### src/rtl/seg_bcd_scan.sv
// rtl/seg_bcd_scan.sv - sequential double-dabble binary-to-BCD converter driving a 6-digit multiplexed 7-segment display
module seg_bcd_scan #(
    parameter int SCAN_CNT = 100000
) (
    input  logic        CLK_50M,
    input  logic        rst_n,
    input  logic        load,
    input  logic [15:0] value,
    input  logic        blank_en,
    input  logic        disp_off,
    output logic        busy,
    output logic        done,
    output logic [6:1]  SEG_NCS,
    output logic [7:0]  SEG_LED
);

    localparam int SCAN_W = (SCAN_CNT > 1) ? $clog2(SCAN_CNT) : 1;
    localparam logic [SCAN_W-1:0] SCAN_LAST = SCAN_W'(SCAN_CNT - 1);
    localparam logic [4:0] LAST_SHIFT = 5'd16;

    // Conversion state
    logic        busy_q, busy_d;
    logic        done_q, done_d;
    logic [15:0] bin_q, bin_d;
    logic [19:0] bcd_q, bcd_d;
    logic [4:0]  bit_cnt_q, bit_cnt_d;

    // Display buffer: five live BCD digits; the hundred-thousands digit is always 0
    logic [19:0] disp_q, disp_d;

    // Scan state
    logic [SCAN_W-1:0] scan_cnt_q, scan_cnt_d;
    logic [2:0]        dig_idx_q, dig_idx_d;
    logic [6:1]        ncs_q, ncs_d;
    logic [7:0]        led_q, led_d;

    logic       wrap;
    logic [3:0] cur_digit;
    logic       lead_zero;

    function automatic logic [19:0] dd_adjust(input logic [19:0] b);
        logic [19:0] r;
        r = b;
        for (int k = 0; k < 5; k++) begin
            if (r[k*4 +: 4] >= 4'd5) begin
                r[k*4 +: 4] = r[k*4 +: 4] + 4'd3;
            end
        end
        return r;
    endfunction

    function automatic logic [7:0] seg_code(input logic [3:0] d);
        logic [7:0] s;
        case (d)
            4'd0:    s = 8'h03;
            4'd1:    s = 8'h9F;
            4'd2:    s = 8'h25;
            4'd3:    s = 8'h0D;
            4'd4:    s = 8'h99;
            4'd5:    s = 8'h49;
            4'd6:    s = 8'h41;
            4'd7:    s = 8'h1F;
            4'd8:    s = 8'h01;
            4'd9:    s = 8'h09;
            default: s = 8'hFF;
        endcase
        return s;
    endfunction

    always_comb begin
        busy_d    = busy_q;
        done_d    = 1'b0;
        bin_d     = bin_q;
        bcd_d     = bcd_q;
        bit_cnt_d = bit_cnt_q;
        disp_d    = disp_q;
        if (!busy_q) begin
            if (load) begin
                bin_d     = value;
                bcd_d     = 20'd0;
                bit_cnt_d = 5'd0;
                busy_d    = 1'b1;
            end
        end else if (bit_cnt_q == LAST_SHIFT) begin
            // Buffer is only written once all shifts are done, so the scan never shows partial digits
            disp_d = bcd_q;
            done_d = 1'b1;
            busy_d = 1'b0;
        end else begin
            {bcd_d, bin_d} = {dd_adjust(bcd_q), bin_q} << 1;
            bit_cnt_d      = bit_cnt_q + 5'd1;
        end
    end

    always_comb begin
        cur_digit = 4'd0;
        lead_zero = 1'b0;
        case (dig_idx_q)
            3'd1: begin cur_digit = 4'd0;          lead_zero = 1'b1;                 end
            3'd2: begin cur_digit = disp_q[19:16]; lead_zero = (disp_q[19:16] == 4'd0); end
            3'd3: begin cur_digit = disp_q[15:12]; lead_zero = (disp_q[19:12] == 8'd0); end
            3'd4: begin cur_digit = disp_q[11:8];  lead_zero = (disp_q[19:8] == 12'd0); end
            3'd5: begin cur_digit = disp_q[7:4];   lead_zero = (disp_q[19:4] == 16'd0); end
            3'd6: begin cur_digit = disp_q[3:0];   lead_zero = 1'b0;                 end
            default: begin cur_digit = 4'd0;       lead_zero = 1'b0;                 end
        endcase
    end

    always_comb begin
        wrap       = (scan_cnt_q == SCAN_LAST);
        scan_cnt_d = wrap ? '0 : scan_cnt_q + SCAN_W'(1);
        dig_idx_d  = dig_idx_q;
        ncs_d      = ncs_q;
        led_d      = led_q;
        if (wrap) begin
            ncs_d     = disp_off ? 6'b111111 : ~(6'b000001 << (dig_idx_q - 3'd1));
            led_d     = (blank_en && lead_zero) ? 8'hFF : seg_code(cur_digit);
            dig_idx_d = (dig_idx_q == 3'd6) ? 3'd1 : dig_idx_q + 3'd1;
        end
    end

    always_ff @(posedge CLK_50M or negedge rst_n) begin
        if (!rst_n) begin
            busy_q     <= 1'b0;
            done_q     <= 1'b0;
            bin_q      <= 16'd0;
            bcd_q      <= 20'd0;
            bit_cnt_q  <= 5'd0;
            disp_q     <= 20'd0;
            scan_cnt_q <= '0;
            dig_idx_q  <= 3'd1;
            ncs_q      <= 6'b111111;
            led_q      <= 8'hFF;
        end else begin
            busy_q     <= busy_d;
            done_q     <= done_d;
            bin_q      <= bin_d;
            bcd_q      <= bcd_d;
            bit_cnt_q  <= bit_cnt_d;
            disp_q     <= disp_d;
            scan_cnt_q <= scan_cnt_d;
            dig_idx_q  <= dig_idx_d;
            ncs_q      <= ncs_d;
            led_q      <= led_d;
        end
    end

    assign busy    = busy_q;
    assign done    = done_q;
    assign SEG_NCS = ncs_q;
    assign SEG_LED = led_q;

endmodule

### config.mk
export PLATFORM = sky130hd
export DESIGN_NAME = seg_bcd_scan
export DESIGN_NICKNAME = d
export VERILOG_FILES = /design/src/rtl/seg_bcd_scan.sv
export SDC_FILE = /design/constraint.sdc
export NUM_CORES = 1
export LEC_CHECK = 0
export ABC_AREA = 1
export CAP_MARGIN = 20
export CORE_ASPECT_RATIO = 0.9
export CORE_UTILIZATION = 50
export CTS_CLUSTER_SIZE = 8
export DETAILED_ROUTE_END_ITERATION = 16
export GPL_TIMING_DRIVEN = 0
export PLACE_DENSITY = 0.82
export SETUP_SLACK_MARGIN = 0.4
export SYNTH_ARGS = -nofsm -noshare
export SYNTH_HDL_FRONTEND = slang
export SYNTH_SLANG_ARGS = --single-unit
export TNS_END_PERCENT = 20
### constraint.sdc
create_clock -name CLK_50M -period 1.9 [get_ports CLK_50M]
set_input_delay 0.57 -clock CLK_50M [delete_from_list [all_inputs] [get_ports CLK_50M]]
set_output_delay 0.57 -clock CLK_50M [all_outputs]
set_load 0.01 [all_outputs]
==> flow_results.org <==
** Status
- The flow ran to the end, but the final reports show violations.
- Violated checks :: negative setup slack

** Die
- The floorplan step defined a die boundary enclosing 10700 um2.
- CORE AREA :: 9830 um2
- For this configuration, the core starts out at a cell density of 52.2%.
- In this run the core area contains 34 standard-cell rows.
- Pin placement for this block handled 37 I/O pins.
- Die X-Extent :: 109 um
- Die boundary height :: 98.1 um

** Worst hold path
- Worst hold path type :: in -> async

** Route
- For this run, the detailed router's first-pass iteration total came to 5.
- Via count of the routed design :: 4682
- Post-route DRC violation count :: 0
- The count of nets left with antenna violations once routing finished came out at 0.
- Wires add up to 14500 um.
- Mean number of vias per cell :: 5.63
- The detailed router finished its first iteration with 268 violations.
- Wire length per cell :: 17.4 um

** Timing
- Final worst-path setup slack :: -123 ps
- Tmin final :: 2020 ps
- Final count of hold timing violations :: 0
- Setup violations remaining at the end of the flow were counted as 7.
- Fmax :: 494 MHz
- The total count of max-transition violations in the final report is 0.
- Setup repair after global routing could not meet its margin everywhere.
- Across the routed clock network, the largest skew measured is 6.58 ps.
- The final critical path takes up 106% of the cycle.

** Power
- Power comes to 9980 uW.
- Leakage power of the design :: 0.00349 uW
- Power density over the cells :: 1330 nW/um2
- Max IR drop VDD :: 1140 uV

** Worst setup path
- CP max stage cell :: sky130_fd_sc_hd__dfstp_2
- The critical path goes through buf_8 > inv_4 > nand2_1 > nor2_2 > nand2_1 > nand2_2 > nor2_4 > buf_12 > ha_4 > inv_2 > nand2_2 > nand2_2 > nand2_1 > nand3_1 > nand2_1 > nand2_1.
- Worst-case register-to-register setup slack :: -120 ps
- The critical path is of the reg -> reg type.
- Highest fanout seen on the critical path :: 6
- Critical Path Most Common Cell :: sky130_fd_sc_hd__nand2_1
- Sort of element at the start of the critical path :: flop
- Depth of the worst register-to-register path :: 16
- Element type at the critical path end :: flop
- At the worst endpoint, the arrival time is 2300 ps.
- In this design, the stage delay of the slowest critical-path cell is 530 ps.
- Required time reported for the critical path endpoint :: 2180 ps

** Final layout
- Count of fill cells added during filler insertion :: 570
- In the final layout, the share of cells above drive strength 1 is 37.4%.
- Antenna diode count :: 0
- Area added between synthesis and finish :: 45.8%
- Final #Nets :: 743
- After the flow finishes, the layout carries non-filler instances totaling 831.

** Clock tree
- The number of hold buffers added after CTS was 0.
- Worst-path clk slew :: 60 ps
- The tree is rooted in a sky130_fd_sc_hd__clkbuf_16.
- Clock Sink Count :: 96
- Counting along the longest clock path gives a buffer depth of 2.
- Buffers inserted during clock tree synthesis total 9.
- H-tree depth reported by CTS :: 3
- TritonCTS built the clock tree.
- At the later pin of the worst-skew pair, clock insertion delay measures 350 ps.

** Global route
- Global-route wire length before repair :: 21100 um
- The via count of the first global-routing pass came to 4477.
- Global routing usage summed across all routing layers :: 25.0%
- Antenna violations before repair :: 0
- Entering global routing, the biggest net connects 67 pins.
- The total overflow left after global routing is 0.

** Placed design
- The wire-length estimate of the detail-placed layout is 7970 um.
- Instance count after placement with tap cells included :: 775
- During placement, the flow inserted port buffers numbering 35.
- Pre-CTS WS :: -163 ps
- GP Congestion :: 0.895

** Logic synthesis
- Sequential fraction of the synthesis area :: 47.2%
- For this run, the leading register cell type out of synthesis is sky130_fd_sc_hd__dfrtp_1.
- Of all flip-flops after synthesis, the portion carrying an async set or reset was 100%.
- Number of flip-flops and latches in the synthesized netlist :: 96
- The cell count after synthesis came out at 613.
- For this run, the number of Yosys warnings is 0.
- Number of enable-type register cells in the synthesized netlist :: 0
- Per-instance average area after synthesis :: 8.37 um2
- Cell area after synthesis :: 5130 um2
- When the netlist entered floorplanning its net count stood at 655.
- Netlist cell types :: 42

** Flow run
- Number of max-cap violations :: 0
==> through the flow <==
| step | TNS (ps) | hold slack, ps | utilization, % | area [um2] |
|---|---|---|---|---|
| after floorplan | 0 | 274 | - | 5160 |
| after global placement | -292840 | 443 | 57.7 | 5670 |
| final | -631 | 168 | 76.1 | 7480 |
| after global routing | -1210 | 203 | 76.1 | 7480 |
| after CTS | -178 | 184 | 67.8 | 6660 |
| after detailed placement | -856 | 455 | 57.9 | 5690 |
==> state kept, by name, indices dropped and copies added (netlist names) <==
name        count
done            1
bit_cnt_q       5
bcd_q          20
SEG_LED         7
disp_q         20
SEG_NCS         6
dig_idx_q       3
bin_q          16
busy            1
scan_cnt_q     17
==> worst max-delay path: cells and delay by family, from the launching register on <==
kind | cells | cell delay [ps]
fa+ha+maj | 1 | 120
buf+inv | 4 | 370
flops | 1 | 530
simple gates | 11 | 930
==> placed cells by master, fill, tap and decap left out, types with 9 or more instances in the layout <==
master                            count
sky130_fd_sc_hd__nand2_1            118
sky130_fd_sc_hd__dfrtp_1             79
sky130_fd_sc_hd__inv_1               71
sky130_fd_sc_hd__nor2_1              35
sky130_fd_sc_hd__nand3_1             28
sky130_fd_sc_hd__buf_4               28
sky130_fd_sc_hd__o21ai_0             27
sky130_fd_sc_hd__buf_6               22
sky130_fd_sc_hd__clkdlybuf4s50_1     19
sky130_fd_sc_hd__nand2_2             17
sky130_fd_sc_hd__inv_2               16
sky130_fd_sc_hd__xor2_1              15
sky130_fd_sc_hd__dfstp_2             14
sky130_fd_sc_hd__clkbuf_16           14
sky130_fd_sc_hd__nor2_4              12
sky130_fd_sc_hd__nand3_2             12
sky130_fd_sc_hd__ha_1                12
sky130_fd_sc_hd__nand4_1             11
sky130_fd_sc_hd__buf_12              11
sky130_fd_sc_hd__nor2_2               9
sky130_fd_sc_hd__o221ai_2             9
sky130_fd_sc_hd__o21ai_1              9
==> cells in the mapped netlist, types with 6 or more instances <==
cell | n | area [um2]
sky130_fd_sc_hd__a21oi_1 | 7 | 35.0
sky130_fd_sc_hd__buf_2 | 7 | 35.0
sky130_fd_sc_hd__dfrtp_1 | 82 | 2050
sky130_fd_sc_hd__dfstp_2 | 14 | 368
sky130_fd_sc_hd__ha_1 | 21 | 263
sky130_fd_sc_hd__inv_1 | 91 | 342
sky130_fd_sc_hd__nand2_1 | 134 | 503
sky130_fd_sc_hd__nand2_2 | 7 | 43.8
sky130_fd_sc_hd__nand3_1 | 42 | 210
sky130_fd_sc_hd__nand4_1 | 11 | 68.8
sky130_fd_sc_hd__nor2_1 | 46 | 173
sky130_fd_sc_hd__nor2_2 | 7 | 43.8
sky130_fd_sc_hd__nor3_1 | 8 | 40.0
sky130_fd_sc_hd__o21ai_0 | 37 | 185
sky130_fd_sc_hd__o221ai_1 | 12 | 105
sky130_fd_sc_hd__o22ai_1 | 12 | 75.1
sky130_fd_sc_hd__or2_2 | 6 | 37.5
sky130_fd_sc_hd__xor2_1 | 17 | 149
==> area by class of cell <==
class | count | area (um2) | share of cell area, %
plain buffers | 18 | 238 | 3.18
clock inverters | 2 | 37.5 | 0.502
flip-flops and latches | 96 | 2420 | 32.4
multi-input cells | 404 | 3120 | 41.7
clock buffers | 13 | 270 | 3.61
well taps | 126 | 158 | 2.11
repair buffers | 76 | 846 | 11.3
inverters | 96 | 385 | 5.15
==> cell families (layout without fill, tap and decap cells) <==
| kind of cell | count (synthesis) | in the layout | share of synthesized area [%] |
|---|---|---|---|
| simple gates | 273 | 274 | 24.0 |
| flops | 96 | 96 | 47.2 |
| buf+inv | 114 | 205 | 9.34 |
| compound gates | 88 | 88 | 10.9 |
| mux | 2 | 2 | 0.390 |
| xor+xnor | 18 | 18 | 3.07 |
| other cells | 1 | 1 | 0.0731 |
| fa+ha+maj | 21 | 21 | 5.12 |
==> report_power, final <==
group          internal [uW]  total (uW)  switching [uW]
Clock                   1120        1890             765
Combinational           2290        5030            2740
Sequential              2640        3060             421
==> per-layer routing <==
| layer | part of all wire (%) | GRT usage (%) | wire (um) |
|---|---|---|---|
| met1 | 41 | 33.0 | 5930 |
| met2 | 51 | 41.9 | 7400 |
| met3 | 4.5 | 4.34 | 656 |
| met4 | 3.3 | 7.48 | 472 |
| met5 | 0 | 0 | 0 |
==> path summary, 6_finish.rpt <==
kind,startpoint,to
max in group asynchronous,rst_n,SEG_NCS[1]
worst min-delay path,rst_n,dig_idx_q[2]
worst max register to register,dig_idx_q[0],SEG_LED[2]
worst max-delay path,dig_idx_q[0],SEG_LED[2]
min in group CLK_50M,SEG_LED[2],SEG_LED[2]
worst min register to register,SEG_LED[2],SEG_LED[2]
==> what timing repair did <==
item,in CTS,in global routing
buffers inserted,13,22
cloned,0,6
gates resized for setup,197,115
setup endpoints to repair,97,104
pin swaps,60,69
endpoints found under the hold margin,0,0
Power figures use the tool's default switching activity.
